**src/rtl/lmc_prog_loader_if.sv**
```systemverilog
`default_nettype none
// ============================================================================
// Module      : lmc_prog_loader_if
// Description : Front-panel serial input and RAM write-port bundle for the
//               LMC program loader. The master drives start/serial bits and
//               observes the RAM port; the slave is the loader itself.
// Revision    : 1.0 - initial release
// ============================================================================
interface lmc_prog_loader_if #(
    parameter int ADDR_WIDTH = 4,
    parameter int DATA_WIDTH = 8
);
    logic                  start;
    logic                  ser_valid;
    logic                  ser_bit;
    logic [ADDR_WIDTH-1:0] ram_addr;
    logic [DATA_WIDTH-1:0] ram_wdata;
    logic                  ram_we;
    logic                  busy;
    logic                  hold_cpu;
    logic                  done;
    logic                  err;

    modport master (
        output start, ser_valid, ser_bit,
        input  ram_addr, ram_wdata, ram_we, busy, hold_cpu, done, err
    );

    modport slave (
        input  start, ser_valid, ser_bit,
        output ram_addr, ram_wdata, ram_we, busy, hold_cpu, done, err
    );
endinterface
`default_nettype wire

```
**src/rtl/lmc_prog_loader.sv**
```systemverilog
`default_nettype none
// ============================================================================
// Module      : lmc_prog_loader
// Description : Bit-serial program loader for the 16x8 LMC program RAM.
//               Assembles LSB-first bytes, parses a LEN header and writes the
//               data bytes from address 0 upward while holding the CPU.
//               Optional trailing checksum byte: define LMC_LOADER_CHECKSUM_EN.
// Revision    : 1.0 - initial release
// ============================================================================
module lmc_prog_loader #(
    parameter int ADDR_WIDTH = 4,
    parameter int DATA_WIDTH = 8
) (
    input wire               clk,
    input wire               reset_count,
    lmc_prog_loader_if.slave bus
);
    localparam int c_BITCNT_W = (DATA_WIDTH > 1) ? $clog2(DATA_WIDTH) : 1;
    localparam logic [c_BITCNT_W-1:0] c_LAST_BIT  = c_BITCNT_W'(DATA_WIDTH - 1);
    localparam logic [ADDR_WIDTH:0]   c_DEPTH     = (ADDR_WIDTH + 1)'(2 ** ADDR_WIDTH);
    localparam logic [DATA_WIDTH:0]   c_DEPTH_CMP = (DATA_WIDTH + 1)'(2 ** ADDR_WIDTH);

    typedef enum logic [2:0] {
        S_IDLE = 3'd0,
        S_HDR  = 3'd1,
        S_DATA = 3'd2,
        S_WR   = 3'd3,
`ifdef LMC_LOADER_CHECKSUM_EN
        S_CHK  = 3'd4,
`endif
        S_DONE = 3'd5
    } state_t;

    state_t                  r_state;
    state_t                  w_state_nx;
    logic [c_BITCNT_W-1:0]   r_bitcnt;
    logic [DATA_WIDTH-2:0]   r_shift;     // upper bits of the byte being assembled
    logic [ADDR_WIDTH:0]     r_remain;
    logic [ADDR_WIDTH-1:0]   r_addr;
    logic [DATA_WIDTH-1:0]   r_wdata;
    logic                    r_done;
    logic                    r_err;

    logic [DATA_WIDTH-1:0]   w_byte;      // byte as it would look with this cycle's bit
    logic [ADDR_WIDTH:0]     w_len;
    logic                    w_capture;
    logic                    w_byte_done;
    logic                    w_len_bad;
    logic                    w_busy;
    logic                    w_start_acc;
    logic                    w_hdr_load;
    logic                    w_data_load;
    logic                    w_wr_exit;
    logic                    w_err_set;

    // Serial bits are only meaningful while waiting for a header, data or checksum byte.
`ifdef LMC_LOADER_CHECKSUM_EN
    assign w_capture = (r_state == S_HDR) || (r_state == S_DATA) || (r_state == S_CHK);
    assign w_busy    = (r_state == S_HDR) || (r_state == S_DATA) ||
                       (r_state == S_WR)  || (r_state == S_CHK);
`else
    assign w_capture = (r_state == S_HDR) || (r_state == S_DATA);
    assign w_busy    = (r_state == S_HDR) || (r_state == S_DATA) || (r_state == S_WR);
`endif

    assign w_byte      = {bus.ser_bit, r_shift};
    assign w_byte_done = w_capture && bus.ser_valid && (r_bitcnt == c_LAST_BIT);
    assign w_len_bad   = ({1'b0, w_byte} > c_DEPTH_CMP);
    // A zero header means a full RAM image.
    assign w_len       = (w_byte == '0) ? c_DEPTH : (ADDR_WIDTH + 1)'(w_byte);

`ifdef LMC_LOADER_CHECKSUM_EN
    logic [DATA_WIDTH-1:0] r_sum;
    logic                  w_chk_bad;

    assign w_chk_bad = (w_byte != r_sum);

    // Running mod-256 sum of the data bytes, restarted by each accepted start.
    always_ff @(posedge clk or posedge reset_count) begin
        if (reset_count) begin
            r_sum <= '0;
        end else if (w_start_acc) begin
            r_sum <= '0;
        end else if (w_data_load) begin
            r_sum <= r_sum + w_byte;
        end
    end
`endif

    // State register.
    always_ff @(posedge clk or posedge reset_count) begin
        if (reset_count) begin
            r_state <= S_IDLE;
        end else begin
            r_state <= w_state_nx;
        end
    end

    // Next-state decode and per-cycle datapath strobes.
    always_comb begin
        w_state_nx  = r_state;
        w_start_acc = 1'b0;
        w_hdr_load  = 1'b0;
        w_data_load = 1'b0;
        w_wr_exit   = 1'b0;
        w_err_set   = 1'b0;
        case (r_state)
            S_IDLE: begin
                if (bus.start) begin
                    w_start_acc = 1'b1;
                    w_state_nx  = S_HDR;
                end
            end
            S_HDR: begin
                if (w_byte_done) begin
                    if (w_len_bad) begin
                        w_err_set  = 1'b1;
                        w_state_nx = S_DONE;
                    end else begin
                        w_hdr_load = 1'b1;
                        w_state_nx = S_DATA;
                    end
                end
            end
            S_DATA: begin
                if (w_byte_done) begin
                    w_data_load = 1'b1;
                    w_state_nx  = S_WR;
                end
            end
            S_WR: begin
                // The write strobe always completes; a bit arriving now is a sender fault.
                w_wr_exit = 1'b1;
                if (bus.ser_valid) begin
                    w_err_set  = 1'b1;
                    w_state_nx = S_DONE;
                end else if (r_remain == (ADDR_WIDTH + 1)'(1)) begin
`ifdef LMC_LOADER_CHECKSUM_EN
                    w_state_nx = S_CHK;
`else
                    w_state_nx = S_DONE;
`endif
                end else begin
                    w_state_nx = S_DATA;
                end
            end
`ifdef LMC_LOADER_CHECKSUM_EN
            S_CHK: begin
                if (w_byte_done) begin
                    w_err_set  = w_chk_bad;
                    w_state_nx = S_DONE;
                end
            end
`endif
            S_DONE: begin
                w_state_nx = S_IDLE;
            end
            default: begin
                w_state_nx = S_IDLE;
            end
        endcase
    end

    // Bit assembly: shift right with the new bit entering at the MSB.
    always_ff @(posedge clk or posedge reset_count) begin
        if (reset_count) begin
            r_bitcnt <= '0;
            r_shift  <= '0;
        end else if (w_start_acc) begin
            r_bitcnt <= '0;
            r_shift  <= '0;
        end else if (w_capture && bus.ser_valid) begin
            r_shift  <= w_byte[DATA_WIDTH-1:1];
            r_bitcnt <= (r_bitcnt == c_LAST_BIT) ? '0 : r_bitcnt + 1'b1;
        end
    end

    // Write address, data, remaining count and the sticky status flags.
    always_ff @(posedge clk or posedge reset_count) begin
        if (reset_count) begin
            r_addr   <= '0;
            r_wdata  <= '0;
            r_remain <= '0;
            r_done   <= 1'b0;
            r_err    <= 1'b0;
        end else begin
            if (w_start_acc) begin
                r_addr <= '0;
                r_done <= 1'b0;
                r_err  <= 1'b0;
            end
            if (w_hdr_load) begin
                r_remain <= w_len;
            end
            if (w_data_load) begin
                r_wdata <= w_byte;
            end
            if (w_wr_exit) begin
                r_addr   <= r_addr + 1'b1;
                r_remain <= r_remain - 1'b1;
            end
            if (w_err_set) begin
                r_err <= 1'b1;
            end
            if (w_state_nx == S_DONE) begin
                r_done <= 1'b1;
            end
        end
    end

    assign bus.ram_addr  = r_addr;
    assign bus.ram_wdata = r_wdata;
    assign bus.ram_we    = (r_state == S_WR);
    assign bus.busy      = w_busy;
    assign bus.hold_cpu  = w_busy;
    assign bus.done      = r_done;
    assign bus.err       = r_err;

endmodule
`default_nettype wire
```
**src/flat_wrapper.sv**
```systemverilog
// flat-port wrapper written by rule: the top's interface ports become plain ports
module lmc_prog_loader_flat 
#(
    parameter int ADDR_WIDTH = 4,
    parameter int DATA_WIDTH = 8
)
  (clk, reset_count, bus_start, bus_ser_valid, bus_ser_bit, bus_ram_addr, bus_ram_wdata, bus_ram_we, bus_busy, bus_hold_cpu, bus_done, bus_err);
  lmc_prog_loader_if #(.ADDR_WIDTH(ADDR_WIDTH), .DATA_WIDTH(DATA_WIDTH)) bus_i ();
  input wire clk;
  input wire reset_count;
  input wire logic [$bits(bus_i.start)-1:0] bus_start;
  input wire logic [$bits(bus_i.ser_valid)-1:0] bus_ser_valid;
  input wire logic [$bits(bus_i.ser_bit)-1:0] bus_ser_bit;
  output wire logic [$bits(bus_i.ram_addr)-1:0] bus_ram_addr;
  output wire logic [$bits(bus_i.ram_wdata)-1:0] bus_ram_wdata;
  output wire logic [$bits(bus_i.ram_we)-1:0] bus_ram_we;
  output wire logic [$bits(bus_i.busy)-1:0] bus_busy;
  output wire logic [$bits(bus_i.hold_cpu)-1:0] bus_hold_cpu;
  output wire logic [$bits(bus_i.done)-1:0] bus_done;
  output wire logic [$bits(bus_i.err)-1:0] bus_err;
  assign bus_i.start = bus_start;
  assign bus_i.ser_valid = bus_ser_valid;
  assign bus_i.ser_bit = bus_ser_bit;
  assign bus_ram_addr = bus_i.ram_addr;
  assign bus_ram_wdata = bus_i.ram_wdata;
  assign bus_ram_we = bus_i.ram_we;
  assign bus_busy = bus_i.busy;
  assign bus_hold_cpu = bus_i.hold_cpu;
  assign bus_done = bus_i.done;
  assign bus_err = bus_i.err;
  lmc_prog_loader #(.ADDR_WIDTH(ADDR_WIDTH), .DATA_WIDTH(DATA_WIDTH)) u_core (.clk(clk), .reset_count(reset_count), .bus(bus_i));
endmodule
```
**config.mk**
```make
export PLATFORM = sky130hd
export DESIGN_NAME = lmc_prog_loader_flat
export DESIGN_NICKNAME = d
export VERILOG_FILES = /design/src/rtl/lmc_prog_loader_if.sv /design/src/rtl/lmc_prog_loader.sv /design/src/flat_wrapper.sv
export SDC_FILE = /design/constraint.sdc
export NUM_CORES = 1
export LEC_CHECK = 0
export ABC_AREA = 1
export BUFFER_PORTS_ARGS = -buffer_cell sky130_fd_sc_hd__clkbuf_2
export CORE_AREA = 10 10 71 73
export CTS_CLUSTER_SIZE = 20
export DETAILED_ROUTE_END_ITERATION = 6
export DIE_AREA = 0 0 81 83
export PLACE_DENSITY = 0.66
export SLEW_MARGIN = 10
export SYNTH_ARGS = -nofsm -noshare
export SYNTH_HDL_FRONTEND = slang
export SYNTH_SLANG_ARGS = --single-unit
```
**constraint.sdc**
```tcl
create_clock -name clk -period 1.8 [get_ports clk]
set_clock_uncertainty 0.2 [all_clocks]
set_input_delay 0.36 -clock clk [delete_from_list [all_inputs] [get_ports clk]]
set_output_delay 0.36 -clock clk [all_outputs]
set_load 0.01 [all_outputs]
```
* After elaboration in Yosys (flattened, before gate mapping) *
Cells that the tools add are included.

storage, ports and cells
  flip-flop bits (word level) = 32
  bits in latches = 0
  memory bits (writable) = 0
  bits in read-only memories = 0
  input bits = 5
  word-level logic and storage cells = 61
  memories = 0

operators by class
  add/sub/neg operators = 3
  multiply operators = 0
  divide/modulo/power cells = 0
  $lt $le $gt $ge = 1
  eq/ne operators = 6
  shift operators = 0
  muxes and demuxes = 32
  bitwise operators = 0
  reductions and logical operators = 11

operators by type and width
  kind                                                                   count
  3-bit two-way mux                                                      9
  5-bit two-way mux                                                      3
  1-bit two-way mux                                                      14
  7-bit two-way mux                                                      2
  3-bit one-hot mux with 4 select lines                                  1
  2-bit nonzero test                                                     5
  8-bit by 5-bit > comparator with 1-bit output, second input constant   1
  8-bit logical NOT                                                      1
  4-bit two-way mux                                                      2
  3-bit by 2-bit equality test with 1-bit output, second input constant  2
  3-bit equality test, second input constant                             2
  5-bit by 1-bit equality test with 1-bit output, second input constant  1
  5-bit by 1-bit subtractor with 5-bit output, second input constant     1
  4-bit by 1-bit adder with 4-bit output, second input constant          1
  3-bit by 1-bit adder with 3-bit output, second input constant          1
  3-bit by 1-bit equality test with 1-bit output, second input constant  1
  3-bit logical NOT                                                      1
  1-bit logical AND                                                      2
  1-bit logical OR                                                       2
  1-bit one-hot mux with 2 select lines                                  1

* Depth between registers and ports, before layout *
Gate-level depths: netlist of run 1.

  depth in word-level cells = 8
  depth in mapped cells = 9
  mapped depth without buffers = 9

* Worst setup path before layout of run 1 *
Ideal clock, no wire load.

  path type = reg2out
  start = register u_core.r_state[1]
  end = output bus_hold_cpu
  arrival = 1,209 ps
  slack = 31 ps
  stages on the path, launching flop included = 6
  path through = dfrtp_1 > nand3_1 > buf_2 > buf_2 > nand3_1 > buf_4

between the ends
  word-level cells in the longest chain between the ends = 3
  elaborated cells between the ends (all ways) = 5

ends and longest elaborated chain
  item                                                                                                              line                   source
  start, declared                                                                                                   lmc_prog_loader.sv:34  state_t r_state;
  start signal, assigned                                                                                            lmc_prog_loader.sv:95  r_state <= w_state_nx;
  3-bit by 1-bit equality test with 1-bit output or 3-bit by 2-bit equality test with 1-bit output (tied branches)  lmc_prog_loader.sv:63  assign w_busy = (r_state == S_HDR) || (r_state == S_DATA) || (r_state == S_WR);
  1-bit logical OR                                                                                                  lmc_prog_loader.sv:63
  1-bit logical OR (*)                                                                                              lmc_prog_loader.sv:63
  end, declared                                                                                                     flat_wrapper.sv:18     output wire logic [$bits(bus_i.hold_cpu)-1:0] bus_hold_cpu;

Mark *: on every way between the ends. The rest lies on a longest branch, timed or not.

* Final worst setup path of run 1 *
  start = register u_core.r_state[0]
  end = output bus_hold_cpu

Same word-level chain as after synthesis.

==> results of run 1 <==
worst max-delay path, cell delays in order, from the launching register on:
cell and delay, ns:
dfrtp_1 0.41, buf_4 0.16, nand2_4 0.08, nand3_2 0.09
clkbuf_2 0.14
placed cells by master (no fill, tap or decap), drive strengths merged:
cell / count
a21oi: 3
buf: 9
clkbuf: 26
clkinv: 4
dfrtp: 32
dlygate4sd3: 1
ha: 5
inv: 16
nand2: 68
nand3: 24
nand3b: 1
nand4: 2
nor2: 10
o211ai: 1
o21ai: 10
o21bai: 3
o22ai: 5
o31ai: 1
xnor2: 1
cell families after synthesis:
group           count (synthesis)  synth area share, %
compound gates                 23                 8.40
xor+xnor                        1                0.550
fa+ha+maj                       5                 3.92
buf+inv                        23                 6.36
flops                          32                 50.2
simple gates                  105                 30.5
area by class of cell:
cell class / instances / area [µm²]
clock buffer: 5 / 68.8
clock inverter: 3 / 18.8
fill: 338 / 1710
inverter: 17 / 66.3
multi-input combinational: 134 / 717
sequential: 32 / 802
tap: 48 / 60.1
timing repair buffer: 31 / 195
stage by stage:
stage | setup TNS [ns] | utilization, % | power, mW | area [µm²]
after floorplan | 0 | - | 1.63 | 1590
after global placement | 0 | 48.7 | 1.82 | 1770
after global routing | -0.000667 | 53.1 | 2.60 | 1930
final | 0 | 53.1 | 2.39 | 1930
after CTS | 0 | 51.7 | 2.39 | 1880
after detailed placement | 0 | 48.7 | 1.82 | 1770
metal layers:
layer / up-vias / wire length, µm
met4: 0 / 82
met3: 9 / 225
met2: 28 / 1450
met1: 601 / 1590
li1: 677 / -
met5: - / 0
state kept, by name, summed over array words and instances, names as in the netlist:
register,cells
u_core.r_bitcnt,3
u_core.r_state,3
u_core.r_remain,5
u_core.r_shift,7
u_core.bus.ram_addr,4
u_core.bus.done,1
u_core.bus.ram_wdata,8
u_core.bus.err,1
how the worst max path moves through the flow:
stage,from,end,slack (ns),depth (start not counted)
after floorplan,u_core.r_state[1],bus_hold_cpu,0.03,5
after CTS,u_core.r_state[2],bus_busy,0.01,4
after global placement,u_core.r_state[1],u_core.r_shift[6],0.15,6
after detailed placement,u_core.r_state[1],u_core.r_shift[2],0.12,6
after global routing,u_core.r_state[1],bus_busy,-0.0007,4
final,u_core.r_state[0],bus_hold_cpu,0.08,4
where the power goes:
group	internal (mW)	switching, mW
logic	0.311	0.452
clock network	0.269	0.274
registers	0.907	0.173
timing repair:
| action | CTS | global route |
|---|---|---|
| hold buffers | 1 | 0 |
| gates cloned | 0 | 0 |
| endpoints found under the hold margin | 32 | 0 |
| setup endpoints to repair | 2 | 13 |
| setup buffers | 1 | 2 |
| gates resized for setup | 1 | 7 |
| pin swaps | 1 | 0 |
==> flow_summary.html, run 1 <==
<table>
<tr><th>Metric</th><th>Value</th></tr>
<tr><th colspan="2">Status</th></tr>
<tr><td>Run status</td><td>completed</td></tr>
<tr><th colspan="2">CTS</th></tr>
<tr><td>Depth of the CTS H-tree</td><td>2</td></tr>
<tr><td>Cell chosen for the clock root</td><td>clkbuf_8</td></tr>
<tr><td>Clock buffer depth</td><td>2</td></tr>
<tr><td>Clock-pin slew on the worst setup and hold paths</td><td>around 0.070 ns</td></tr>
<tr><td>Latest clock arrival within the worst-skew pair</td><td>a little under 0.3 ns</td></tr>
<tr><td>Clock Sinks</td><td>32</td></tr>
<tr><td>CTS tree</td><td>built</td></tr>
<tr><td>Number of clock buffers inserted by TritonCTS</td><td>5</td></tr>
<tr><th colspan="2">Yosys</th></tr>
<tr><td>Post-synthesis net count</td><td>199</td></tr>
<tr><td>Ranking of synthesized cells by area</td><td>dfrtp_1 50%, nand2_1 16%, nand3_1 6.9%</td></tr>
<tr><td>Warning count from the yosys run</td><td>0</td></tr>
<tr><td>Number of flops mapped to enable cells by yosys</td><td>0</td></tr>
<tr><td>Seq cells post-synth</td><td>32</td></tr>
<tr><td>Most area-hungry cell type in the Yosys netlist</td><td>dfrtp_1</td></tr>
<tr><td>Share of the synthesized area in the top cell type</td><td>between 50% and 60%</td></tr>
<tr><td>Share of synthesized area occupied by flip-flops and latches</td><td>around half</td></tr>
<tr><td>Distinct cells, synth</td><td>25</td></tr>
<tr><td>Synthesized area per cell</td><td>about 8.4 µm²</td></tr>
<tr><td>Top flip-flop cell by instance count after synthesis</td><td>dfrtp_1</td></tr>
<tr><td>Cell types with the highest counts after synthesis</td><td>66 x nand2_1, 32 x dfrtp_1, 22 x nand3_1, 15 x inv_1, 9 x o21ai_0</td></tr>
<tr><td>Cells after Synth</td><td>189</td></tr>
<tr><td>Synth async-reset ratio</td><td>100%</td></tr>
<tr><td>Mapped Area</td><td>1590 µm²</td></tr>
<tr><td>Cell with the most instances after synthesis</td><td>nand2_1</td></tr>
<tr><th colspan="2">Final layout</th></tr>
<tr><td>Layout area overhead</td><td>21.0%</td></tr>
<tr><td>Diodes inserted</td><td>0</td></tr>
<tr><td>Share of cells above drive strength 1</td><td>~23%</td></tr>
<tr><td>Number of nets in the final layout</td><td>231</td></tr>
<tr><td>Count of non-filler cells in the finished layout</td><td>270</td></tr>
<tr><th colspan="2">Global routing</th></tr>
<tr><td>Met2 Use GR</td><td>between 10% and 20%</td></tr>
<tr><td>GR met3 Demand/Resource</td><td>approximately 4.2%</td></tr>
<tr><td>Most utilized layer in the global route result</td><td>met2</td></tr>
<tr><td>Antenna violations before repair</td><td>0</td></tr>
<tr><td>Remaining Overflow, GRT</td><td>0</td></tr>
<tr><td>Wire length of the first global-routing pass</td><td>5.77 mm</td></tr>
<tr><td>Overall track demand over capacity in global routing</td><td>roughly a tenth</td></tr>
<tr><td>Global-route track usage on met1</td><td>between 10% and 20%</td></tr>
<tr><td>Largest net degree at the start of global routing</td><td>33</td></tr>
<tr><td>Via count of the first global-routing pass</td><td>around 1300</td></tr>
<tr><th colspan="2">Place</th></tr>
<tr><td>Last weighted congestion value of the routability-driven placer</td><td>between 0.8 and 0.9</td></tr>
<tr><td>I/O Buffers</td><td>21</td></tr>
<tr><td>Sum of net half-perimeters after detailed placement</td><td>2.42 mm</td></tr>
<tr><td>Worst setup slack before clock tree synthesis</td><td>between 0.1 and 0.15 ns</td></tr>
<tr><td>Total placed cells including tap cells</td><td>between 200 and 300</td></tr>
<tr><th colspan="2">STA</th></tr>
<tr><td>Hold Vio Cnt, Final</td><td>0</td></tr>
<tr><td>Hold slack</td><td>about 0.11 ns</td></tr>
<tr><td>Minimum clock period</td><td>approximately 1.7 ns</td></tr>
<tr><td>Least-Margin Pin Slew</td><td>between 0.3 and 0.4 ns</td></tr>
<tr><td>Post-route worst setup slack</td><td>a little under 0.08 ns</td></tr>
<tr><td>Max transition margin</td><td>74.0%</td></tr>
<tr><td>Final worst-path cycle share</td><td>between 90% and 100%</td></tr>
<tr><td>Total count of max-transition violations in the final report</td><td>0</td></tr>
<tr><td># setup viols final</td><td>0</td></tr>
<tr><td>Max Clk Rate</td><td>580 MHz</td></tr>
<tr><th colspan="2">Critical path</th></tr>
<tr><td>Flop2flop setup slack</td><td>around 0.14 ns</td></tr>
<tr><td>WP data arrival</td><td>1.16 ns</td></tr>
<tr><td>Category of the worst setup path launch point</td><td>flip-flop</td></tr>
<tr><td>Cells on worst reg2reg path</td><td>8</td></tr>
<tr><td>Highest fanout seen on the critical path</td><td>3</td></tr>
<tr><td>Class of the most critical setup path</td><td>reg -&gt; out</td></tr>
<tr><td>Worst reg2reg endpoint</td><td>u_core.r_remain[1]</td></tr>
<tr><td>Worst r2r src</td><td>u_core.r_bitcnt[0]</td></tr>
<tr><td>CP Data Required Time</td><td>1.24 ns</td></tr>
<tr><td>Critical path endpoint category</td><td>primary output</td></tr>
<tr><th colspan="2">Worst hold path</th></tr>
<tr><td>Hold path cells</td><td>3</td></tr>
<tr><td>Path category of the worst min-delay check</td><td>in -&gt; reg</td></tr>
<tr><td>Hold EP</td><td>u_core.bus.ram_wdata[7]</td></tr>
<tr><td>Startpoint of the tightest hold check path</td><td>bus_ser_bit</td></tr>
<tr><th colspan="2">Job</th></tr>
<tr><td>Max Cap Viol</td><td>0</td></tr>
<tr><th colspan="2">Pwr</th></tr>
<tr><td>Leakage power summed over all cells</td><td>around 1.0 nW</td></tr>
<tr><td>Power density of the placed cells</td><td>1240 nW/µm²</td></tr>
<tr><td>Worst ir drop on vdd</td><td>0.700 mV</td></tr>
<tr><th colspan="2">Detailed routing</th></tr>
<tr><td>Wire length after detailed routing</td><td>between 3 and 4 mm</td></tr>
<tr><td>Detail Route Antenna Nets</td><td>0</td></tr>
<tr><td>DR vias/cell</td><td>4.87</td></tr>
<tr><td>First-pass iteration count of the detailed router</td><td>4</td></tr>
<tr><td>Drc violations</td><td>0</td></tr>
<tr><td>Number of vias after detailed routing</td><td>between 1000 and 1500</td></tr>
<tr><td>Starting DRT DRC Count</td><td>70</td></tr>
<tr><td>Routed length per placed instance</td><td>12.4 µm</td></tr>
<tr><th colspan="2">Floorplan</th></tr>
<tr><td>Horizontal die dimension</td><td>approximately 81 µm</td></tr>
<tr><td>Core outline area</td><td>3630 µm²</td></tr>
<tr><td>Vertical die dimension</td><td>~83 µm</td></tr>
<tr><td>Number of primary I/O pins</td><td>22</td></tr>
<tr><td>Placement Rows</td><td>22</td></tr>
<tr><td>Initial Utilization</td><td>between 40% and 50%</td></tr>
<tr><td>Area enclosed by the die boundary</td><td>approximately 6700 µm²</td></tr>
</table>
(Power assumes the default switching activity.)
==> run 2, diff against run 1 <==
--- a/config.mk
+++ b/config.mk
@@ -5,7 +5,6 @@
 export SDC_FILE = /design/constraint.sdc
 export NUM_CORES = 1
 export LEC_CHECK = 0
-export ABC_AREA = 1
 export BUFFER_PORTS_ARGS = -buffer_cell sky130_fd_sc_hd__clkbuf_2
 export CORE_AREA = 10 10 71 73
 export CTS_CLUSTER_SIZE = 20
==> flow_summary.html, run 2 <==
<table>
<tr><th>Metric</th><th>Value</th></tr>
<tr><th colspan="2">Status</th></tr>
<tr><td>Run status</td><td>complete, but fails checks</td></tr>
<tr><td>Failing checks</td><td>negative setup slack</td></tr>
<tr><th colspan="2">Pwr</th></tr>
<tr><td>Worst ir drop on vdd</td><td>0.793 mV</td></tr>
<tr><td>Leakage power summed over all cells</td><td>1.13 nW</td></tr>
<tr><td>Power consumption</td><td>between 2 and 3 mW</td></tr>
<tr><td>Power density of the placed cells</td><td>between 1000 and 1500 nW/µm²</td></tr>
<tr><th colspan="2">Yosys</th></tr>
<tr><td>Ranking of synthesized cells by area</td><td>dfrtp_1 50%, nand2_1 5.0%, nand3_1 4.1%</td></tr>
<tr><td>Cells after Synth</td><td>146</td></tr>
<tr><td>Most area-hungry cell type in the Yosys netlist</td><td>dfrtp_1</td></tr>
<tr><td>Synth async-reset ratio</td><td>between 90% and 100%</td></tr>
<tr><td>Warning count from the yosys run</td><td>0</td></tr>
<tr><td>Share of the synthesized area in the top cell type</td><td>50.5%</td></tr>
<tr><td>Share of synthesized area occupied by flip-flops and latches</td><td>about half</td></tr>
<tr><td>Top flip-flop cell by instance count after synthesis</td><td>dfrtp_1</td></tr>
<tr><td>Cell types with the highest counts after synthesis</td><td>32 x dfrtp_1, 21 x nand2_1, 13 x nand3_1, 7 x nor2_1</td></tr>
<tr><td>Distinct cells, synth</td><td>45</td></tr>
<tr><td>Number of flops mapped to enable cells by yosys</td><td>0</td></tr>
<tr><td>Post-synthesis net count</td><td>around 160</td></tr>
<tr><td>Mapped Area</td><td>roughly 1600 µm²</td></tr>
<tr><td>Synthesized area per cell</td><td>between 10 and 15 µm²</td></tr>
<tr><td>Cell with the most instances after synthesis</td><td>dfrtp_1</td></tr>
<tr><td>Seq cells post-synth</td><td>32</td></tr>
<tr><th colspan="2">Detailed routing</th></tr>
<tr><td>Drc violations</td><td>0</td></tr>
<tr><td>Number of vias after detailed routing</td><td>between 1000 and 1500</td></tr>
<tr><td>Wire length after detailed routing</td><td>between 4 and 5 mm</td></tr>
<tr><td>Starting DRT DRC Count</td><td>a little over 80</td></tr>
<tr><td>Routed length per placed instance</td><td>approximately 16 µm</td></tr>
<tr><td>Detail Route Antenna Nets</td><td>0</td></tr>
<tr><td>First-pass iteration count of the detailed router</td><td>4</td></tr>
<tr><td>DR vias/cell</td><td>about 5.4</td></tr>
<tr><th colspan="2">Final layout</th></tr>
<tr><td>Number of flip-flops under the largest register name</td><td>8</td></tr>
<tr><td>Share of cells above drive strength 1</td><td>44.4%</td></tr>
<tr><td>Leading cell type in the layout, fill and taps excluded</td><td>dfrtp_1</td></tr>
<tr><td>Layout area overhead</td><td>41.9%</td></tr>
<tr><td>Diodes inserted</td><td>0</td></tr>
<tr><td>Number of nets in the final layout</td><td>~210</td></tr>
<tr><td>Most used cells in the layout excluding fill and tap cells</td><td>30 x dfrtp_1, 26 x buf_4, 21 x nand2_1</td></tr>
<tr><th colspan="2">Global routing</th></tr>
<tr><td>Remaining Overflow, GRT</td><td>0</td></tr>
<tr><td>Antenna violations before repair</td><td>0</td></tr>
<tr><td>Overall track demand over capacity in global routing</td><td>12.8%</td></tr>
<tr><td>Via count of the first global-routing pass</td><td>~1400</td></tr>
<tr><td>Largest net degree at the start of global routing</td><td>33</td></tr>
<tr><td>Wire length of the first global-routing pass</td><td>slightly below 7 mm</td></tr>
<tr><th colspan="2">Floorplan</th></tr>
<tr><td>Area enclosed by the die boundary</td><td>6720 µm²</td></tr>
<tr><td>Number of primary I/O pins</td><td>22</td></tr>
<tr><td>Core outline area</td><td>between 3000 and 4000 µm²</td></tr>
<tr><td>Initial Utilization</td><td>43.7%</td></tr>
<tr><td>Vertical die dimension</td><td>around 83 µm</td></tr>
<tr><td>Placement Rows</td><td>22</td></tr>
<tr><td>Horizontal die dimension</td><td>81 µm</td></tr>
<tr><th colspan="2">Critical path</th></tr>
<tr><td>Highest fanout seen on the critical path</td><td>5</td></tr>
<tr><td>Worst path bufs/invs</td><td>2</td></tr>
<tr><td>Critical path endpoint category</td><td>flip-flop</td></tr>
<tr><td>CP Data Required Time</td><td>approximately 1.8 ns</td></tr>
<tr><td>Category of the worst setup path launch point</td><td>flip-flop</td></tr>
<tr><td>Critical path's largest stage delay</td><td>roughly 0.41 ns</td></tr>
<tr><td>Class of the most critical setup path</td><td>reg -&gt; reg</td></tr>
<tr><td>List of cells traversed by the critical path</td><td>o41ai_4 &gt; buf_4 &gt; nand4_4 &gt; buf_6 &gt; o221a_1</td></tr>
<tr><td>Flop2flop setup slack</td><td>-0.08 ns</td></tr>
<tr><td>CP max stage cell</td><td>dfrtp_1</td></tr>
<tr><td>Top Family by Delay on Critical Path</td><td>compound AO/OA/AOI/OAI gates</td></tr>
<tr><td>WP data arrival</td><td>~1.9 ns</td></tr>
<tr><th colspan="2">CTS</th></tr>
<tr><td>Clock buffer depth</td><td>2</td></tr>
<tr><td>Clock Sinks</td><td>32</td></tr>
<tr><td>Depth of the CTS H-tree</td><td>2</td></tr>
<tr><td>Cell chosen for the clock root</td><td>clkbuf_8</td></tr>
<tr><td>Clock-pin slew on the worst setup and hold paths</td><td>0.07 ns</td></tr>
<tr><td>Number of clock buffers inserted by TritonCTS</td><td>5</td></tr>
<tr><td>CTS tree</td><td>built</td></tr>
<tr><td>Latest clock arrival within the worst-skew pair</td><td>slightly below 0.3 ns</td></tr>
<tr><th colspan="2">Place</th></tr>
<tr><td>Last weighted congestion value of the routability-driven placer</td><td>a little under 0.8</td></tr>
<tr><td>Sum of net half-perimeters after detailed placement</td><td>2.70 mm</td></tr>
<tr><td>I/O Buffers</td><td>21</td></tr>
<tr><td>Worst setup slack before clock tree synthesis</td><td>-0.187 ns</td></tr>
<tr><th colspan="2">STA</th></tr>
<tr><td>Minimum clock period</td><td>about 1.9 ns</td></tr>
<tr><td>Hold Vio Cnt, Final</td><td>0</td></tr>
<tr><td>RSZ-0062 raised after global routing</td><td>yes</td></tr>
<tr><td># setup viols final</td><td>14</td></tr>
<tr><td>Final worst-path cycle share</td><td>104%</td></tr>
<tr><td>Total count of max-transition violations in the final report</td><td>0</td></tr>
<tr><td>Least-Margin Pin Slew</td><td>0.421 ns</td></tr>
<tr><td>Max Clk Rate</td><td>approximately 530 MHz</td></tr>
<tr><td>Post-route worst setup slack</td><td>-0.0777 ns</td></tr>
<tr><td>Max transition margin</td><td>a little under three quarters</td></tr>
<tr><th colspan="2">Worst hold path</th></tr>
<tr><td>Path category of the worst min-delay check</td><td>in -&gt; reg</td></tr>
<tr><th colspan="2">Job</th></tr>
<tr><td>Max Cap Viol</td><td>0</td></tr>
</table>
## run 2: changes by cell type after synthesis, moves of 3 or more
cell | before | now
nand2_1 | 66 | 21
inv_1 | 15 | 4
nand3_1 | 22 | 13
mux2_1 | 0 | 5
o21ai_0 | 9 | 5
o22ai_1 | 5 | 1
mux2_2 | 0 | 3
o21bai_1 | 3 | 0
## run 2: final cells by class
| class | instances | area (µm²) |
|---|---|---|
| Clock buffer | 5 | 68.8 |
| Clock inverter | 3 | 23.8 |
| Fill cell | 308 | 1380 |
| Inverter | 5 | 18.8 |
| Multi-Input combinational cell | 105 | 877 |
| Sequential cell | 32 | 803 |
| Tap cell | 48 | 60.1 |
| Timing Repair Buffer | 55 | 399 |
## run 2: cells by family (layout without fill, tap and decap cells)
family | count (synthesis) | count (layout) | synth area share [%]
and+or+nand+nor | 60 | 62 | 20.7
DFF | 32 | 32 | 50.5
AOI/OAI and AO/OA | 27 | 27 | 14.4
buffers and inverters | 11 | 68 | 3.08
muxes | 10 | 10 | 6.94
adders and majority gates | 5 | 5 | 3.94
xor gates and xnor gates | 1 | 1 | 0.552
## run 2: worst register-to-register path, delay by kind of cell, from the launching register on
family                 cells  cell delay (ns)
buffers and inverters      2             0.38
AND/OR/NAND/NOR            1             0.15
AO/OA/AOI/OAI              2             0.63
flip-flops                 1             0.41
## run 2: through the flow
stage               hold WS, ns  util, %  std cells  area [µm²]  setup TNS, ns
finish                    0.133     61.9        253        2250         -0.491
global route              0.141     61.9        253        2250          -1.31
CTS                       0.129     58.6        247        2130         -0.302
detailed placement        0.248     51.4        228        1870          -2.00
global placement          0.241     51.4        228        1870          -1.44
floorplan                 0.251        -        146        1590         -0.327
## run 2: worst paths after layout
| kind | from | to | cells after the start |
|---|---|---|---|
| setup / recovery | u_core.r_shift[0] | u_core.r_remain[3] | 5 |
| hold / removal | bus_ser_bit | u_core.r_shift[6] | 3 |
| setup reg to reg | u_core.r_shift[0] | u_core.r_remain[3] | 5 |
| hold reg to reg | u_core.r_remain[4] | u_core.r_remain[4] | 1 |
| max in group asynchronous | reset_count | u_core.r_state[0] | 4 |
| min in group asynchronous | reset_count | u_core.bus.done | 4 |
## run 2: what timing repair did
action | 4_1_cts | 5_1_grt
buffers inserted | 8 | 6
cloned | 2 | 0
pin swaps | 8 | 6
gates resized for setup | 14 | 21
hold endpoints to repair | 32 | 0
hold buffers | 1 | 0
setup endpoints to repair | 17 | 23
## run 2: power by group
part / total, mW / leakage, nW / internal (mW) / switching (mW)
registers: 1.11 / 0.421 / 0.898 / 0.210
logic: 1.10 / 0.667 / 0.547 / 0.558
clock network: 0.564 / 0.0404 / 0.273 / 0.290
## run 2: routing by layer
layer	GRT usage, %	part of all wire, %	vias to the layer above	wire, µm
li1	-	-	646	-
met1	13.9	41	689	1700
met2	22.4	54	25	2260
met3	4.31	4.1	5	172
met4	4.07	0.67	0	28
met5	0	0	-	0
